**src/rtl/reaction_timer_ctrl_pkg.sv**
```systemverilog
// ----------------------------------------------------------------------------
// reaction_pkg
// Shared types and constants for the reaction-timer controller slice.
//   TIME_W     : width of every millisecond counter / result (14 bits)
//   LFSR_SEED  : reset value of the foreperiod LFSR (never all-zero)
//   LFSR_TAPS  : feedback mask for x^16+x^14+x^13+x^11+1 (bits 15,13,12,10)
//   state_t    : controller state encoding, also exported on state_o
// ----------------------------------------------------------------------------
package reaction_pkg;

  localparam int TIME_W = 14;

  localparam logic [15:0] LFSR_SEED = 16'hACE1;
  localparam logic [15:0] LFSR_TAPS = 16'hB400;

  typedef enum logic [2:0] {
    ST_IDLE      = 3'd0,
    ST_WAIT_RAND = 3'd1,
    ST_ARMED     = 3'd2,
    ST_DONE      = 3'd3,
    ST_EARLY     = 3'd4,
    ST_TIMEOUT   = 3'd5
  } state_t;

endpackage

```
**src/rtl/reaction_timer_ctrl_if.sv**
```systemverilog
// ----------------------------------------------------------------------------
// reaction_timer_ctrl_if
// Bundles the debounced button ticks and the result/status outputs of the
// reaction-timer controller.
//   master : drives start/stop/clear ticks, observes results (debouncer side)
//   slave  : the controller itself
// Signals:
//   start_tick_i, stop_tick_i, clear_tick_i : single-cycle debounced pulses
//   led_o       : stimulus LED
//   time_ms_o   : measured / elapsed reaction time (ms)
//   delay_ms_o  : foreperiod latched for the current trial (ms)
//   state_o     : encoded controller state
//   done_o, early_o, timeout_o : outcome flags
//   best_ms_o   : best reaction time, only with REACTION_BEST_TIME_EN
// ----------------------------------------------------------------------------
interface reaction_timer_ctrl_if;
  import reaction_pkg::*;

  logic              start_tick_i;
  logic              stop_tick_i;
  logic              clear_tick_i;
  logic              led_o;
  logic [TIME_W-1:0] time_ms_o;
  logic [TIME_W-1:0] delay_ms_o;
  logic [2:0]        state_o;
  logic              done_o;
  logic              early_o;
  logic              timeout_o;
`ifdef REACTION_BEST_TIME_EN
  logic [TIME_W-1:0] best_ms_o;
`endif

  modport master (
    output start_tick_i, stop_tick_i, clear_tick_i,
    input  led_o, time_ms_o, delay_ms_o, state_o, done_o, early_o, timeout_o
`ifdef REACTION_BEST_TIME_EN
    , input best_ms_o
`endif
  );

  modport slave (
    input  start_tick_i, stop_tick_i, clear_tick_i,
    output led_o, time_ms_o, delay_ms_o, state_o, done_o, early_o, timeout_o
`ifdef REACTION_BEST_TIME_EN
    , output best_ms_o
`endif
  );

endinterface

```
**src/rtl/reaction_timer_ctrl_lfsr16.sv**
```systemverilog
// ----------------------------------------------------------------------------
// lfsr16
// Free-running 16-bit Fibonacci LFSR (x^16+x^14+x^13+x^11+1). Advances on
// every clock; the maximal-length polynomial keeps it out of the all-zero
// lock-up state as long as SEED is nonzero.
// Ports:
//   clk_i    : clock
//   reset_ni : asynchronous active-low reset, loads SEED
//   lfsr_o   : current LFSR value
// ----------------------------------------------------------------------------
module lfsr16
  import reaction_pkg::*;
#(
  parameter logic [15:0] SEED = LFSR_SEED
) (
  input  logic        clk_i,
  input  logic        reset_ni,
  output logic [15:0] lfsr_o
);

  logic [15:0] lfsr_q;

  if (SEED == 16'h0000) begin : g_bad_seed
    $error("lfsr16: SEED must be nonzero");
  end

  // Shift left, feeding back the XOR of the tapped bits into bit 0.
  always_ff @(posedge clk_i or negedge reset_ni) begin
    if (!reset_ni) begin
      lfsr_q <= SEED;
    end else begin
      lfsr_q <= {lfsr_q[14:0], ^(lfsr_q & LFSR_TAPS)};
    end
  end

  assign lfsr_o = lfsr_q;

endmodule

```
**src/rtl/reaction_timer_ctrl.sv**
```systemverilog
// ----------------------------------------------------------------------------
// reaction_timer_ctrl
// Reaction-timer game sequencer. On a start tick it latches a pseudo-random
// foreperiod, waits that many milliseconds, lights the LED and then measures
// the time to the stop tick. Early and timeout outcomes are flagged and held
// until a clear tick. All outputs are registered.
// Optional feature macro: REACTION_BEST_TIME_EN adds best_ms_o, the lowest
// DONE time since reset (14'h3FFF = no record).
// Ports:
//   clk_i    : clock
//   reset_ni : asynchronous active-low reset
//   bus      : reaction_timer_ctrl_if.slave (ticks in, results out)
// ----------------------------------------------------------------------------
module reaction_timer_ctrl
  import reaction_pkg::*;
#(
  parameter int TICKS_PER_MS = 100000,
  parameter int MIN_DELAY_MS = 2000,
  parameter int RAND_BITS    = 12,
  parameter int TIMEOUT_MS   = 1000
) (
  input  logic                 clk_i,
  input  logic                 reset_ni,
  reaction_timer_ctrl_if.slave bus
);

  localparam int PRE_W = (TICKS_PER_MS > 1) ? $clog2(TICKS_PER_MS) : 1;
  localparam logic [PRE_W-1:0]  PRE_LAST     = PRE_W'(TICKS_PER_MS - 1);
  localparam logic [TIME_W-1:0] MIN_DELAY    = TIME_W'(MIN_DELAY_MS);
  localparam logic [TIME_W-1:0] TIMEOUT_LAST = TIME_W'(TIMEOUT_MS - 1);
  localparam logic [TIME_W-1:0] TIMEOUT_VAL  = TIME_W'(TIMEOUT_MS);

  if (TICKS_PER_MS < 1) begin : g_bad_ticks
    $error("reaction_timer_ctrl: TICKS_PER_MS must be at least 1");
  end
  if (TIMEOUT_MS < 1 || TIMEOUT_MS > 9999) begin : g_bad_timeout
    $error("reaction_timer_ctrl: TIMEOUT_MS must be within 1..9999");
  end
  if (RAND_BITS < 1 || RAND_BITS >= TIME_W || MIN_DELAY_MS < 1 ||
      MIN_DELAY_MS + (1 << RAND_BITS) - 1 > 16383) begin : g_bad_delay
    $error("reaction_timer_ctrl: foreperiod range does not fit 14 bits");
  end

  logic [15:0]       lfsr;
  logic [TIME_W-1:0] rand_ms;
  logic              unused_lfsr_bits;

  state_t            state_q, state_d;
  logic [PRE_W-1:0]  presc_q;
  logic              presc_clr;
  logic              ms_strobe;
  logic [TIME_W-1:0] ms_cnt_q, ms_cnt_d;
  logic [TIME_W-1:0] time_q, time_d;
  logic [TIME_W-1:0] delay_q, delay_d;
  logic              led_q, led_d;
  logic              done_q, done_d;
  logic              early_q, early_d;
  logic              timeout_q, timeout_d;
`ifdef REACTION_BEST_TIME_EN
  logic [TIME_W-1:0] best_q, best_d;
`endif

  lfsr16 #(.SEED(LFSR_SEED)) u_lfsr (
    .clk_i    (clk_i),
    .reset_ni (reset_ni),
    .lfsr_o   (lfsr)
  );

  // Only the low RAND_BITS of the LFSR set the random part of the foreperiod.
  assign rand_ms          = TIME_W'(lfsr[RAND_BITS-1:0]);
  assign unused_lfsr_bits = ^lfsr[15:RAND_BITS];

  assign ms_strobe = (presc_q == PRE_LAST);

  // Millisecond prescaler. It free-runs, but is restarted whenever a timed
  // phase begins so the first millisecond of that phase is a full one.
  always_ff @(posedge clk_i or negedge reset_ni) begin
    if (!reset_ni) begin
      presc_q <= '0;
    end else if (presc_clr || ms_strobe) begin
      presc_q <= '0;
    end else begin
      presc_q <= presc_q + PRE_W'(1);
    end
  end

  // Controller register bank: state plus every registered output.
  always_ff @(posedge clk_i or negedge reset_ni) begin
    if (!reset_ni) begin
      state_q   <= ST_IDLE;
      ms_cnt_q  <= '0;
      time_q    <= '0;
      delay_q   <= '0;
      led_q     <= 1'b0;
      done_q    <= 1'b0;
      early_q   <= 1'b0;
      timeout_q <= 1'b0;
`ifdef REACTION_BEST_TIME_EN
      best_q    <= '1;
`endif
    end else begin
      state_q   <= state_d;
      ms_cnt_q  <= ms_cnt_d;
      time_q    <= time_d;
      delay_q   <= delay_d;
      led_q     <= led_d;
      done_q    <= done_d;
      early_q   <= early_d;
      timeout_q <= timeout_d;
`ifdef REACTION_BEST_TIME_EN
      best_q    <= best_d;
`endif
    end
  end

  // Next-state and next-output logic. Clear wins over everything, then stop,
  // then start. A stop in ARMED freezes the time even on a strobe cycle, so
  // the recorded value is the one shown before that edge.
  always_comb begin
    state_d   = state_q;
    ms_cnt_d  = ms_cnt_q;
    time_d    = time_q;
    delay_d   = delay_q;
    led_d     = led_q;
    done_d    = done_q;
    early_d   = early_q;
    timeout_d = timeout_q;
    presc_clr = 1'b0;
`ifdef REACTION_BEST_TIME_EN
    best_d    = best_q;
`endif

    if (bus.clear_tick_i) begin
      state_d   = ST_IDLE;
      ms_cnt_d  = '0;
      time_d    = '0;
      delay_d   = '0;
      led_d     = 1'b0;
      done_d    = 1'b0;
      early_d   = 1'b0;
      timeout_d = 1'b0;
    end else begin
      unique case (state_q)
        ST_IDLE: begin
          led_d  = 1'b0;
          time_d = '0;
          if (bus.start_tick_i) begin
            state_d   = ST_WAIT_RAND;
            delay_d   = MIN_DELAY + rand_ms;
            ms_cnt_d  = '0;
            presc_clr = 1'b1;
          end
        end
        ST_WAIT_RAND: begin
          if (bus.stop_tick_i) begin
            state_d = ST_EARLY;
            early_d = 1'b1;
            led_d   = 1'b0;
          end else if (ms_strobe) begin
            if (ms_cnt_q == delay_q - TIME_W'(1)) begin
              state_d   = ST_ARMED;
              led_d     = 1'b1;
              time_d    = '0;
              presc_clr = 1'b1;
            end else begin
              ms_cnt_d = ms_cnt_q + TIME_W'(1);
            end
          end
        end
        ST_ARMED: begin
          if (bus.stop_tick_i) begin
            state_d = ST_DONE;
            done_d  = 1'b1;
            led_d   = 1'b0;
`ifdef REACTION_BEST_TIME_EN
            if (time_q < best_q) begin
              best_d = time_q;
            end
`endif
          end else if (ms_strobe) begin
            if (time_q == TIMEOUT_LAST) begin
              state_d   = ST_TIMEOUT;
              timeout_d = 1'b1;
              led_d     = 1'b0;
              time_d    = TIMEOUT_VAL;
            end else begin
              time_d = time_q + TIME_W'(1);
            end
          end
        end
        ST_DONE, ST_EARLY, ST_TIMEOUT: begin
          led_d = 1'b0;
        end
        default: begin
          state_d = ST_IDLE;
        end
      endcase
    end
  end

  assign bus.led_o      = led_q;
  assign bus.time_ms_o  = time_q;
  assign bus.delay_ms_o = delay_q;
  assign bus.state_o    = state_q;
  assign bus.done_o     = done_q;
  assign bus.early_o    = early_q;
  assign bus.timeout_o  = timeout_q;
`ifdef REACTION_BEST_TIME_EN
  assign bus.best_ms_o  = best_q;
`endif

endmodule

```
**src/flat_wrapper.sv**
```systemverilog
// flat-port wrapper written by rule: the top's interface ports become plain ports
module reaction_timer_ctrl_flat import reaction_pkg::*;
#(
  parameter int TICKS_PER_MS = 100000,
  parameter int MIN_DELAY_MS = 2000,
  parameter int RAND_BITS    = 12,
  parameter int TIMEOUT_MS   = 1000
)
  (clk_i, reset_ni, bus_start_tick_i, bus_stop_tick_i, bus_clear_tick_i, bus_led_o, bus_time_ms_o, bus_delay_ms_o, bus_state_o, bus_done_o, bus_early_o, bus_timeout_o);
  reaction_timer_ctrl_if bus_i ();
  input  logic clk_i;
  input  logic reset_ni;
  input wire logic [$bits(bus_i.start_tick_i)-1:0] bus_start_tick_i;
  input wire logic [$bits(bus_i.stop_tick_i)-1:0] bus_stop_tick_i;
  input wire logic [$bits(bus_i.clear_tick_i)-1:0] bus_clear_tick_i;
  output wire logic [$bits(bus_i.led_o)-1:0] bus_led_o;
  output wire logic [$bits(bus_i.time_ms_o)-1:0] bus_time_ms_o;
  output wire logic [$bits(bus_i.delay_ms_o)-1:0] bus_delay_ms_o;
  output wire logic [$bits(bus_i.state_o)-1:0] bus_state_o;
  output wire logic [$bits(bus_i.done_o)-1:0] bus_done_o;
  output wire logic [$bits(bus_i.early_o)-1:0] bus_early_o;
  output wire logic [$bits(bus_i.timeout_o)-1:0] bus_timeout_o;
  assign bus_i.start_tick_i = bus_start_tick_i;
  assign bus_i.stop_tick_i = bus_stop_tick_i;
  assign bus_i.clear_tick_i = bus_clear_tick_i;
  assign bus_led_o = bus_i.led_o;
  assign bus_time_ms_o = bus_i.time_ms_o;
  assign bus_delay_ms_o = bus_i.delay_ms_o;
  assign bus_state_o = bus_i.state_o;
  assign bus_done_o = bus_i.done_o;
  assign bus_early_o = bus_i.early_o;
  assign bus_timeout_o = bus_i.timeout_o;
  reaction_timer_ctrl #(.TICKS_PER_MS(TICKS_PER_MS), .MIN_DELAY_MS(MIN_DELAY_MS), .RAND_BITS(RAND_BITS), .TIMEOUT_MS(TIMEOUT_MS)) u_core (.clk_i(clk_i), .reset_ni(reset_ni), .bus(bus_i));
endmodule
```
**config.mk**
```make
export PLATFORM = sky130hd
export DESIGN_NAME = reaction_timer_ctrl_flat
export DESIGN_NICKNAME = d
export VERILOG_FILES = /design/src/rtl/reaction_timer_ctrl_pkg.sv /design/src/rtl/reaction_timer_ctrl_if.sv /design/src/rtl/reaction_timer_ctrl_lfsr16.sv /design/src/rtl/reaction_timer_ctrl.sv /design/src/flat_wrapper.sv
export SDC_FILE = /design/constraint.sdc
export NUM_CORES = 1
export LEC_CHECK = 0
export CAP_MARGIN = 25
export CORE_MARGIN = 2
export CORE_UTILIZATION = 30
export CTS_CLUSTER_SIZE = 28
export DETAILED_ROUTE_END_ITERATION = 16
export HOLD_SLACK_MARGIN = 0.05
export PLACE_DENSITY = 0.57
export SETUP_SLACK_MARGIN = 0.02
export SLEW_MARGIN = 25
export SYNTH_ARGS = -nofsm -noshare
export SYNTH_HDL_FRONTEND = slang
export SYNTH_SLANG_ARGS = --single-unit
```
**constraint.sdc**
```tcl
create_clock -name clk_i -period 2.9 [get_ports clk_i]
set_input_delay 0.58 -clock clk_i [delete_from_list [all_inputs] [get_ports clk_i]]
set_output_delay 0.58 -clock clk_i [all_outputs]
set_load 0.03 [all_outputs]
```
After elaboration in Yosys (flattened, before gate mapping)
Index checks and enable logic that the tools add are counted.

$add $sub $neg: 5. Equal/unequal tests: 21. Mux-type cells: 51. Reductions and logical operators: 23.

Operators with widths (count): $mux W14 (15); $pmux W14 S3 (1); $add A14 B1 Y14 const B (2); $pmux W14 S2 (1); $mux W3 (8); $mux W1 (22); $add A17 B1 Y17 const B (1); $eq A17 B17 Y1 const B (1); $mux W17 (1); $ne A4 B3 Y1 const B (4); $reduce_xor A16 Y1 (1); $eq A14 B10 Y1 const B (1); $eq A14 B14 Y1 (1); $reduce_bool A2 Y1 (7); $sub A14 B1 Y14 const B (1); $add A11 B12 Y13 const A (1); $ne A3 B3 Y1 const B (4); $pmux W3 S4 (1); $reduce_and A6 Y1 (2); $reduce_and A5 Y1 (2); $ne A3 B2 Y1 const B (3); $reduce_bool A4 Y1 (2); $eq A3 B2 Y1 const B (2); $eq A3 B3 Y1 const B (2); other kinds (12) (14).

Flip-flop bits (word level): 82. Input bits: 5. Output and inout port bits: 35. Logic and storage cells: 110.

Depth between registers and ports, before layout
Gate-level depths: netlist of run 1.

Depth after elaboration: 9. Depth in mapped cells: 12. Mapped depth without buffers: 10.

Hierarchy
Synthesis of run 1 repeated with hierarchy kept, for this count alone.

Cells, all modules: 514. Area, all modules: 4615.7 um2.

By module, submodules not included: reaction_timer_ctrl (instances 1, cells an instance 495, area each 4179.0 um2); lfsr16 (instances 1, cells an instance 19, area each 436.7 um2).

Least setup slack after synthesis of run 1
OpenSTA, ideal clock, no wires.

Path kind: register to register. From: register u_core.delay_q[0] (netlist: u_core.bus.delay_ms_o[0]). To: register u_core.state_q[0] (netlist: u_core.bus.state_o[0]). Arrival: 2706 ps. Data required time: 2775 ps. Setup slack: 69 ps. Cell stages (with the launch flop): 11. Path buffers: 0. Path through: dfrtp_1 -> inv_1 -> ha_1 -> nor4b_4 -> nor2b_1 -> xnor2_1 -> a2111oi_2 -> nand4_1 -> a21oi_1 -> o21a_1 -> mux2_2.

Word-level cells in the longest chain between the ends: 4.

Ends and longest elaborated chain: start, declared (line reaction_timer_ctrl.sv:54) `logic [TIME_W-1:0] delay_q, delay_d;`; start signal, assigned (line reaction_timer_ctrl.sv:105) `delay_q <= delay_d;`; $sub A14 B1 Y14 (line reaction_timer_ctrl.sv:160) `if (ms_cnt_q == delay_q - TIME_W'(1)) begin`; $eq A14 B14 Y1 (line reaction_timer_ctrl.sv:160); $ne A4 B3 Y1 (no source line); $reduce_and A6 Y1 (no source line); end signal, assigned (line reaction_timer_ctrl.sv:102) `state_q <= state_d;`; end, declared (line reaction_timer_ctrl.sv:48) `state_t state_q, state_d;`.

Every way passes these cells. A chain may end at the register's enable or synchronous reset.

Worst setup path in the final report of run 1
From: register u_core.delay_q[6] (netlist: u_core.bus.delay_ms_o[6]). To: register u_core.ms_cnt_q[10].

Word-level cells in the longest chain between the ends: 4.

Ends and longest elaborated chain: $sub A14 B1 Y14 (line reaction_timer_ctrl.sv:160); $eq A14 B14 Y1 (line reaction_timer_ctrl.sv:160); $ne A3 B3 Y1 (no source line); $reduce_and A5 Y1 (no source line); end signal, assigned (line reaction_timer_ctrl.sv:103) `ms_cnt_q <= ms_cnt_d;`; end, declared (line reaction_timer_ctrl.sv:52) `logic [TIME_W-1:0] ms_cnt_q, ms_cnt_d;`.

Every way passes these cells.

==> run metrics, run 1 <==
Port Buf Inserts 38; HP Class input port to async pin; Synth Warn # 0; Cells after Synth 453; ys flop type dfrtp_1; Slew HR 60.4%; CP endpoint kind register; cell internal pwr 0.00228 W; Vias 3611; Final Hold Fails 0; DP Cell Count 681; pin count of the biggest net entering global routing 45; maximum vdd drop 0.000358 V; fin worst setup slack 0.00800 ns; Layout area overhead 26.0%; Clk Latency, worst-skew pair 0.34 ns; CP max FO 7; Avg Vias per Cell 5.14; die width 124 µm; power density cells 642 mW/mm²; CP max-delay cell or4_4; Total GRT Usage 13.9%; Worst-Margin Slew 0.594 ns; CTS max path bufs 2; Remaining Overflow, GRT 0; worst setup path class register to register; # H-tree levels 3; period utilisation layout 99.7%; fill count 1356; WL/cell 15.0 µm; fraction of registers with async set/reset 100%; Rows 43; NetSw 0.00124 W; ANT nets after route 0; worst slack, placed 0.0735 ns; I/O pins 40; largest family of logic cells by synthesized area simple AND/OR/NAND/NOR gates; Clock power frac 31.5%; vias in the first global route 3421; mean post-synth cell area 9.60 µm²; syn nets 463; GP Congestion 0.854; starting density of the core 31.0%; CTS tree built; antenna cells 0; status finished clean; sequential share of power 38.4%; RSZ-0062 raised after global routing true; Worst-path clk slew 0.07 ns; Finished Core Util 39.0%; setup violators final 0; Netlist cell types 62; Logic pwr share 30.1%; Vert. Die Dim 124 µm; Critical Path Max Stage Delay 0.54 ns; First-pass DRT Iterations 6; Placeable Area 0.0140 mm²; CP Cell Sequence or4_4, or2_4, a311oi_2, a2111oi_2, buf_4, a41oi_4, o2111ai_4, or3_4, a21oi_2; CTS Hold Bufs 0; die area 0.0155 mm²; # Max-Cap Violations 0; Setup crit start kind register; Fmax 346 MHz; most common cell after layout, fill and taps aside dfrtp_1; first-pass GRT wire length 17600 µm; commonest non-fill, non-tap cells in the layout dfrtp_1 (73), nor2_1 (45), nand2_1 (42); crit path DAT 3.17 ns; # DRC 0; share of layout cells above drive strength 1 16.3%; Routed WL 10600 µm; Post-Synth XOR/XNOR Area 9.27%; Cell Area, Synth 0.00435 mm²; #FFs+latches synth 81; Slew Limit Fails 0; min Tclk post-route 2.89 ns; Setup Skew 0.00572 ns; mux cell area share after synthesis 0.489%; Clock Sinks 81; compound-cell area share of the yosys netlist 16.6%; dpl hpwl 7630 µm; adder-cell share of the synthesized area 1.44%; CP required 3.18 ns; initial antenna violation count 0; sequential area share after synthesis 46.9%; total power 0.00352 W; switching share of total power 35.1%; Nets 528; Post-synth EDFFs 0; CTS root buf clkbuf_16; initial detailed-routing violation count 190; final std cells w/o fill 703; Synth Area in Simple Gates 22.5%; P_leak 2.39 nW; Num CTS Buffers 9
==> worst paths after layout <==
path | start | to | slack, ns | cells past startpoint
max | u_core.bus.delay_ms_o[6] | u_core.ms_cnt_q[10] | 0.008 | 9
min | reset_ni | u_core.bus.delay_ms_o[7] | 0.24 | 1
max reg2reg | u_core.bus.delay_ms_o[6] | u_core.ms_cnt_q[10] | 0.008 | 9
min reg2reg | u_core.u_lfsr.lfsr_o[14] | u_core.u_lfsr.lfsr_o[15] | 0.35 | 0
max in group asynchronous | reset_ni | u_core.u_lfsr.lfsr_o[0] | 1.99 | 2
min in group clk_i | u_core.u_lfsr.lfsr_o[14] | u_core.u_lfsr.lfsr_o[15] | 0.35 | 0
==> metrics by stage <==
stage	TNS, ns	cell area, µm²	hold slack [ns]
floorplan	0	4350	0.284
finish	0	5480	0.236
CTS	0	5380	0.260
global route	-0.299	5480	0.288
detailed placement	0	5100	0.346
global placement	0	5100	0.339
==> what timing repair did <==
item                                    in CTS  in global routing
endpoints found under the setup margin       0                 26
hold endpoints to repair                     0                  0
resized for setup                            0                 14
setup buffers                                0                  6
==> sequential cells by signal, summed over array words and instances, names as in the netlist, 3 cells and up <==
name,flops
u_core.presc_q,17
u_core.u_lfsr.lfsr_o,16
u_core.bus.time_ms_o,14
u_core.ms_cnt_q,14
u_core.bus.delay_ms_o,13
u_core.bus.state_o,3
==> critical path, delay by kind of cell, from the launching register on <==
kind	cells	cell delay (ns)
AND/OR/NAND/NOR	3	1.20
AO/OA/AOI/OAI	5	1.06
flip-flops	1	0.40
buffers and inverters	1	0.17
==> power groups by stage <==
stage | registers [W] | clock network (W) | logic, W
2_1_floorplan | 0.00143 | 0 | 0.000601
3_3_place_gp | 0.00137 | 0 | 0.00102
3_5_place_dp | 0.00137 | 0 | 0.00103
4_1_cts | 0.00135 | 0.00113 | 0.00104
5_1_grt | 0.00137 | 0.00119 | 0.00116
6_report | 0.00135 | 0.00111 | 0.00106
==> cells in the mapped netlist (8+ instances only) <==
cell type / instances / share of area [%]
nor2_1: 45 / 3.9
clkbuf_1: 14 / 1.2
o21ai_0: 34 / 3.9
o31ai_1: 10 / 1.7
dfstp_2: 8 / 4.8
nand2_1: 42 / 3.6
nand3_1: 18 / 2.1
dfrtp_1: 73 / 42
and3_1: 15 / 2.2
xnor2_1: 23 / 4.6
inv_1: 10 / 0.86
a21oi_1: 18 / 2.1
nor3_1: 12 / 1.4
xor2_1: 23 / 4.6
==> cell families (layout without fill, tap and decap cells) <==
kind of cell / after synthesis / after routing
simple gates: 186 / 186
buf+inv: 29 / 99
xor+xnor: 46 / 46
flops: 81 / 81
other cells: 1 / 1
mux: 2 / 2
compound gates: 103 / 103
fa+ha+maj: 5 / 5
==> area by class of cell <==
type                            instances  area (µm²)  area share [%]
Tap cell                              180         225            4.11
Sequential cell                        81        2040            37.2
Timing Repair Buffer                   73         657            12.0
Multi-Input combinational cell        343        2240            40.8
Clock inverter                          7        60.1            1.10
Clock buffer                            9         225            4.11
Inverter                               10        37.5           0.685
==> per-layer routing <==
| metal | part of all wire (%) | GRT usage (%) |
|---|---|---|
| met2 | 48 | 22.2 |
| met1 | 47 | 18.8 |
| met5 | 0 | 0 |
| met4 | 1.4 | 4.89 |
| met3 | 3.5 | 2.62 |
Note: power is estimated with default switching activity, not from simulation.
==> run 2: changes to the inputs <==
--- a/config.mk
+++ b/config.mk
@@ -10,6 +10,7 @@
 export CORE_UTILIZATION = 30
 export CTS_CLUSTER_SIZE = 28
 export DETAILED_ROUTE_END_ITERATION = 16
+export GPL_TIMING_DRIVEN = 1
 export HOLD_SLACK_MARGIN = 0.05
 export PLACE_DENSITY = 0.57
 export SETUP_SLACK_MARGIN = 0.02
==> results of run 2 <==
No change in the layout: final DEF, timing and power equal those of run 1.
==> run 3: changes to the inputs <==
--- a/config.mk
+++ b/config.mk
@@ -10,6 +10,7 @@
 export CORE_UTILIZATION = 30
 export CTS_CLUSTER_SIZE = 28
 export DETAILED_ROUTE_END_ITERATION = 16
+export GPL_ROUTABILITY_DRIVEN = 1
 export GPL_TIMING_DRIVEN = 1
 export HOLD_SLACK_MARGIN = 0.05
 export PLACE_DENSITY = 0.57
==> results of run 3 <==
No change in the layout: final DEF, timing and power equal those of run 1.
